$ cat src/rtl/mac3_acc_if.sv
// mac3_acc bus: pixel/weight lanes, bias and the neuron result.
// p/w: 16 x 8-bit lanes (lane i = [8i+7:8i]); b: signed bias; dout: 22-bit result.
interface mac3_acc_if;
    logic [127:0] p;
    logic [127:0] w;
    logic [7:0]   b;
    logic [21:0]  dout;

    modport master (
        output p,
        output w,
        output b,
        input  dout
    );

    modport slave (
        input  p,
        input  w,
        input  b,
        output dout
    );
endinterface

$ cat src/rtl/mac3_acc.sv
// 16-lane pixel x weight MAC, 4-group accumulate plus bias (one 8x8 digit).
// Ports: clk, rst (sync, active high), bus.slave {p, w, b in; dout out}.
module mac3_acc (
    input  logic      clk,
    input  logic      rst,
    mac3_acc_if.slave bus
);
    localparam int LANES = 16;

    logic signed [16:0] prod_d [LANES];
    logic signed [16:0] prod_q [LANES];
    logic signed [17:0] lvl1   [8];
    logic signed [18:0] lvl2   [4];
    logic signed [19:0] lvl3   [2];
    logic signed [19:0] sum_d;
    logic signed [19:0] sumOUT;
    logic               v1;
    logic               v2;
    logic        [1:0]  g;
    logic signed [21:0] acc;
    logic signed [21:0] acc_in;
    logic signed [21:0] bias_x;
    logic signed [21:0] dout_q;

    // Pixel zero-extended, weight sign-extended to 17 bits; the 17-bit
    // product is exact (-32640..32385).
    always_comb begin
        for (int i = 0; i < LANES; i++) begin
            prod_d[i] = $signed({9'd0, bus.p[8*i +: 8]})
                      * $signed({{9{bus.w[8*i+7]}}, bus.w[8*i +: 8]});
        end
    end

    // Adder tree, one bit of growth per level; 20 bits holds the full range.
    always_comb begin
        for (int i = 0; i < 8; i++) begin
            lvl1[i] = {prod_q[2*i][16], prod_q[2*i]}
                    + {prod_q[2*i+1][16], prod_q[2*i+1]};
        end
        for (int i = 0; i < 4; i++) begin
            lvl2[i] = {lvl1[2*i][17], lvl1[2*i]}
                    + {lvl1[2*i+1][17], lvl1[2*i+1]};
        end
        for (int i = 0; i < 2; i++) begin
            lvl3[i] = {lvl2[2*i][18], lvl2[2*i]}
                    + {lvl2[2*i+1][18], lvl2[2*i+1]};
        end
        sum_d = lvl3[0] + lvl3[1];
    end

    assign acc_in = acc + {{2{sumOUT[19]}}, sumOUT};
    assign bias_x = {{14{bus.b[7]}}, bus.b};

    always_ff @(posedge clk) begin
        if (rst) begin
            for (int i = 0; i < LANES; i++) begin
                prod_q[i] <= '0;
            end
            v1     <= 1'b0;
            v2     <= 1'b0;
            sumOUT <= '0;
            g      <= 2'd0;
            acc    <= '0;
            dout_q <= '0;
        end else begin
            for (int i = 0; i < LANES; i++) begin
                prod_q[i] <= prod_d[i];
            end
            v1     <= 1'b1;
            sumOUT <= sum_d;
            v2     <= v1;
            // Fourth sum of a digit closes the result; bias is added here only.
            if (v2) begin
                if (g == 2'd3) begin
                    dout_q <= acc_in + bias_x;
                    acc    <= '0;
                    g      <= 2'd0;
                end else begin
                    acc <= acc_in;
                    g   <= g + 2'd1;
                end
            end
        end
    end

    assign bus.dout = dout_q;
endmodule

$ cat src/flat_wrapper.sv
// flat-port wrapper written by rule: the top's interface ports become plain ports
module mac3_acc_flat 
  (clk, rst, bus_p, bus_w, bus_b, bus_dout);
  mac3_acc_if bus_i ();
  input  logic clk;
  input  logic rst;
  input wire logic [$bits(bus_i.p)-1:0] bus_p;
  input wire logic [$bits(bus_i.w)-1:0] bus_w;
  input wire logic [$bits(bus_i.b)-1:0] bus_b;
  output wire logic [$bits(bus_i.dout)-1:0] bus_dout;
  assign bus_i.p = bus_p;
  assign bus_i.w = bus_w;
  assign bus_i.b = bus_b;
  assign bus_dout = bus_i.dout;
  mac3_acc u_core (.clk(clk), .rst(rst), .bus(bus_i));
endmodule
$ cat config.mk
export PLATFORM = sky130hd
export DESIGN_NAME = mac3_acc_flat
export DESIGN_NICKNAME = d
export VERILOG_FILES = /design/src/rtl/mac3_acc_if.sv /design/src/rtl/mac3_acc.sv /design/src/flat_wrapper.sv
export SDC_FILE = /design/constraint.sdc
export NUM_CORES = 2
export LEC_CHECK = 0
export ABC_AREA = 1
export CAP_MARGIN = 20
export CORE_ASPECT_RATIO = 0.75
export CORE_MARGIN = 8
export CORE_UTILIZATION = 40
export DETAILED_ROUTE_END_ITERATION = 6
export SYNTH_ARGS = -nofsm -noshare
export SYNTH_HDL_FRONTEND = slang
export SYNTH_SLANG_ARGS = --single-unit
$ cat constraint.sdc
create_clock -name clk -period 6.2 [get_ports clk]
set_input_delay 0.62 -clock clk [delete_from_list [all_inputs] [get_ports clk]]
set_output_delay 0.62 -clock clk [all_outputs]
set_load 0.005 [all_outputs]
* Word-level counts from Yosys, hierarchy flattened *
Memory sizes are Yosys's and may differ from the RTL's.
Cells that the tools add are included.

storage, ports and cells
  flip-flop bits (word level) = 68
  memory bits (writable) = 272
  output and inout port bits = 22
  word-level logic and storage cells = 80
  memories = 1

operators by class
  add/subtract/negate cells = 18
  $mul = 16
  equality and inequality tests = 1
  mux-type cells = 21
  bitwise logic cells = 16
  reduce and logical (&&, ||, !) cells = 1

memory list
  memory         depth  bits a word  rd ports  clocked after Yosys merged registers in  write ports  RTL line        source
  u_core.prod_q  16     17           16        0                                        16           mac3_acc.sv:11  logic signed [16:0] prod_q [LANES];

operator list
  cell                 count
  $mul 9x8->17         16
  $mux 17              16
  $add 17x17->18       8
  $add 18x18->19       4
  $add 19x19->20       2
  $add 22x22->22       1
  $add 22x8->22        1
  $mux 22              1
  $add 20x20->20       1
  $or 1x1->1           16
  $mux 1               3
  $add 2x1->2 const B  1
  $eq 2x2->1 const B   1
  $mux 2               1
  $reduce_and 2->1     1

* Longest topological paths before layout *
  depth in word-level cells = 4
  mapped depth = 26
  mapped depth without buffers = 26

* Worst setup path before layout *
OpenSTA, ideal clock, no wires.

  kind = flip-flop to flip-flop
  start = memory u_core.prod_q[12][2], in the netlist u_core.prod_q[0][206]
  end = register u_core.sumOUT[16]
  setup time = 0.115 ns
  data arrival time = 4.983 ns
  required time = 6.085 ns
  path slack = 1.102 ns
  stages on the path, launching flop included = 24
  buffers on the path = 0
  period minus slack after synthesis = 5.098 ns
  path through = dfxtp_1 fa_1 inv_1 fa_1 inv_1 fa_1 inv_1 fa_1 fa_1 fa_1 inv_1 ha_1 fa_1 nand2_1 nand2_1 o21ai_1 o21ai_2 nand2_1 nand2_1 a21o_1 nand2_1 nand3_1 nand2_1 nor2_1

RTL lines
  item                  RTL line        source
  start, declared       mac3_acc.sv:11
  end signal, assigned  mac3_acc.sv:70  sumOUT <= sum_d;
  end, declared         mac3_acc.sv:16  logic signed [19:0] sumOUT;

==> flow_metrics.py <==
metrics = {
    "placement": {
        "placed_area_um2": 58400,
        "placed_cells": 8822,
        "port_buffers": 287,
        "dp_hpwl_um": 122000,
        "gp_congestion": 0.885,
    },
    "sta": {
        "post-route-period-util_pct": 87.6,
        "fin_worst_skew_ns": 0.0266,
        "tns_ns": 0,
        "maxSlewViolCount": 0,
        "hold_viol": 0,
        "finalSetupViolCount": 0,
        "holdWs_ns": 0.377,
        "max_freq_ghz": 0.184,
        "worstMarginPinSlew_ns": 1.02,
        "period_needed_ns": 5.43,
        "rsz0062_at_grt": "false",
        "relSlewSlack_pct": 31.7,
    },
    "critical_path": {
        "crit_chain": "fa_1 > inv_1 > fa_1 > inv_1 > fa_1 > inv_1 > fa_1 > fa_1 > fa_1 > inv_1 > ha_1 > fa_1 > nand2_1 > nand2_1 > o21ai_1 > o21ai_2 > nand2_1 > nand2_1 > a21o_1 > nand2_1 > nand3_1 > nand2_1 > nor2_1",
        "cp_common_cell": "fa_1",
        "critPathLaunchType": "flip-flop",
        "cp_max_fo": 5,
        "crit_arrival_ns": 5.90,
        "required_ns": 6.67,
        "slowest_delay_ns": 0.55,
        "cp-end-kind": "flip-flop",
        "cp_slowest_cell": "fa_1",
        "worstSetupPathType": "flip-flop to flip-flop",
    },
    "global_route": {
        "track_usage_pct": 19.2,
        "grtUsageMet2_pct": 29.4,
        "grt_pass1_vias": 42500,
        "grt_first_pass_wirelength_um": 230000,
        "antenna_found_initial": 16,
        "gr-usage-met3_pct": 3.08,
        "use_met1_pct": 29.0,
        "overflow": 0,
        "grt-busiest-layer": "met2",
        "grt_max_degree": 83,
    },
    "floorplanning": {
        "dieArea_um2": 148000,
        "rows": 117,
        "initial_core_util_pct": 40.2,
        "die_w_um": 442,
        "die_h_um": 335,
        "ios": 288,
        "coreArea_um2": 135000,
    },
    "routing": {
        "drc_errors": 0,
        "wire_per_inst_um": 15.7,
        "routed_wl_um": 140000,
        "drt_iter0_drc": 2366,
        "routed_via_density": 4.68,
        "vias": 41600,
        "drtPass1Iterations": 6,
        "ant_nets": 0,
    },
    "logic_synthesis": {
        "synth_seq_cells": 340,
        "synth_top_area_share_pct": 30.8,
        "yosysWarnings": 0,
        "yosysTopAreaCell": "fa_1",
        "synth_area_leaders": "fa_1 31%, ha_1 17%, inv_1 14%, dfxtp_1 13%, nand2_1 9.2%",
        "ys_seq_area_share_pct": 12.5,
        "syn_area_per_cell_um2": 7.73,
        "synthCells": 7029,
        "synth.distinct_cells": 43,
        "synth_area_um2": 54300,
        "syn-num-nets": 8887,
    },
    "clock_network": {
        "post_cts_resized": 0,
        "clock_sinks": 340,
        "post_cts_buffers": 0,
        "cts_made_buffers": 38,
        "path_clk_slew_ns": 0.07,
        "cts_tree": "built",
        "htree_levels": 2,
        "hold_buffers": 0,
        "clk_path_buf_depth": 3,
        "clkLatencyLatePin_ns": 0.58,
        "root_buffer": "clkbuf_16",
    },
    "hold_path": {
        "hold_class": "input port to flip-flop",
    },
    "status": {
        "status": "finished, final reports clean",
    },
    "final_layout": {
        "syn2layout_area_growth_pct": 10.0,
        "final_net_count": 8935,
        "mostFrequentLayoutCell": "inv_1",
        "mostFrequentLayoutCells": "2009 x inv_1, 1335 x nand2_1, 836 x fa_1",
        "stdcell_area_um2": 59800,
        "drive_gt1_share_pct": 2.60,
        "final_cells": 8902,
    },
    "run": {
        "cap_violations": 0,
    },
}
[path summary, 6_finish.rpt]
| path | slack, ns | end | from | cells after the start |
|---|---|---|---|---|
| setup / recovery | 0.77 | u_core.sumOUT[16]$_SDFF_PP0_ | u_core.prod_q[0][206]$_SDFF_PP0_ | 23 |
| hold / removal | 0.38 | u_core.prod_q[0][226]$_SDFF_PP0_ | rst | 2 |
| setup reg to reg | 0.77 | u_core.sumOUT[16]$_SDFF_PP0_ | u_core.prod_q[0][206]$_SDFF_PP0_ | 23 |
| hold reg to reg | 0.41 | u_core.v2$_SDFF_PP0_ | u_core.v1$_DFF_P_ | 2 |
[sequential cells by signal, summed over array words and instances (netlist names)]
name	cells
u_core.v1	1
u_core.bus.dout	22
u_core.prod_q	272
u_core.acc	22
u_core.g	2
u_core.v2	1
u_core.sumOUT	20
[logic make-up (layout without fill, tap and decap cells)]
| logic type | Yosys count | after routing | synth area share, % |
|---|---|---|---|
| AOI/OAI and AO/OA | 768 | 768 | 7.74 |
| xor gates and xnor gates | 52 | 52 | 0.852 |
| adders and majority gates | 1592 | 1592 | 48.2 |
| buffers and inverters | 2298 | 2373 | 15.9 |
| DFF | 340 | 340 | 12.5 |
| other | 0 | 13 | 0 |
| and+or+nand+nor | 1979 | 1979 | 14.8 |
[routing by layer]
layer / vias up / routed length [um]
li1: 20900 / -
met1: 19800 / 70400
met2: 843 / 59500
met4: 6 / 1950
met5: - / 36
met3: 111 / 8070
[per-stage QoR]
stage,setup slack [ns],utilization (%)
finish,0.770,44.2
global route,0.401,44.2
CTS,0.772,44.2
detailed placement,0.807,43.2
global placement,0.710,43.2
floorplan,1.10,-
[worst max-delay path, delay by kind of cell, from the launching register on]
| family | cells | cell delay [ns] |
|---|---|---|
| and+or+nand+nor | 8 | 0.59 |
| adders and majority gates | 8 | 3.75 |
| buffers and inverters | 4 | 0.21 |
| DFF | 1 | 0.32 |
| AOI/OAI and AO/OA | 3 | 0.45 |
[cell usage after synthesis (all sizes together)]
library cell	instances
a211oi	1
o2111ai	3
o21ai	252
nand3	91
a21boi	15
clkbuf	280
or2	94
nor4	2
a31oi	33
nand4	62
o221ai	1
nand2	1337
ha	756
o211ai	5
clkinv	1
nand3b	2
o21bai	39
buf	5
xnor2	16
nor3	33
a21oi	375
nor2	354
dfxtp	340
and2	4
o31ai	2
xor2	36
o21a	36
a21o	6
inv	2012
fa	836
[cell type report]
cell class | count | area (um^2)
antenna | 13 | 32.5
clock buffer | 42 | 987
clock inverter | 25 | 335
fill | 13600 | 75500
inverter | 2013 | 7560
multi-input combinational | 4391 | 38900
sequential | 340 | 6810
tap | 1785 | 2230
timing repair buffer | 293 | 2920
Power is not shown: default switching activity piles up to over one toggle a cycle in this logic, so the estimate is an artifact.
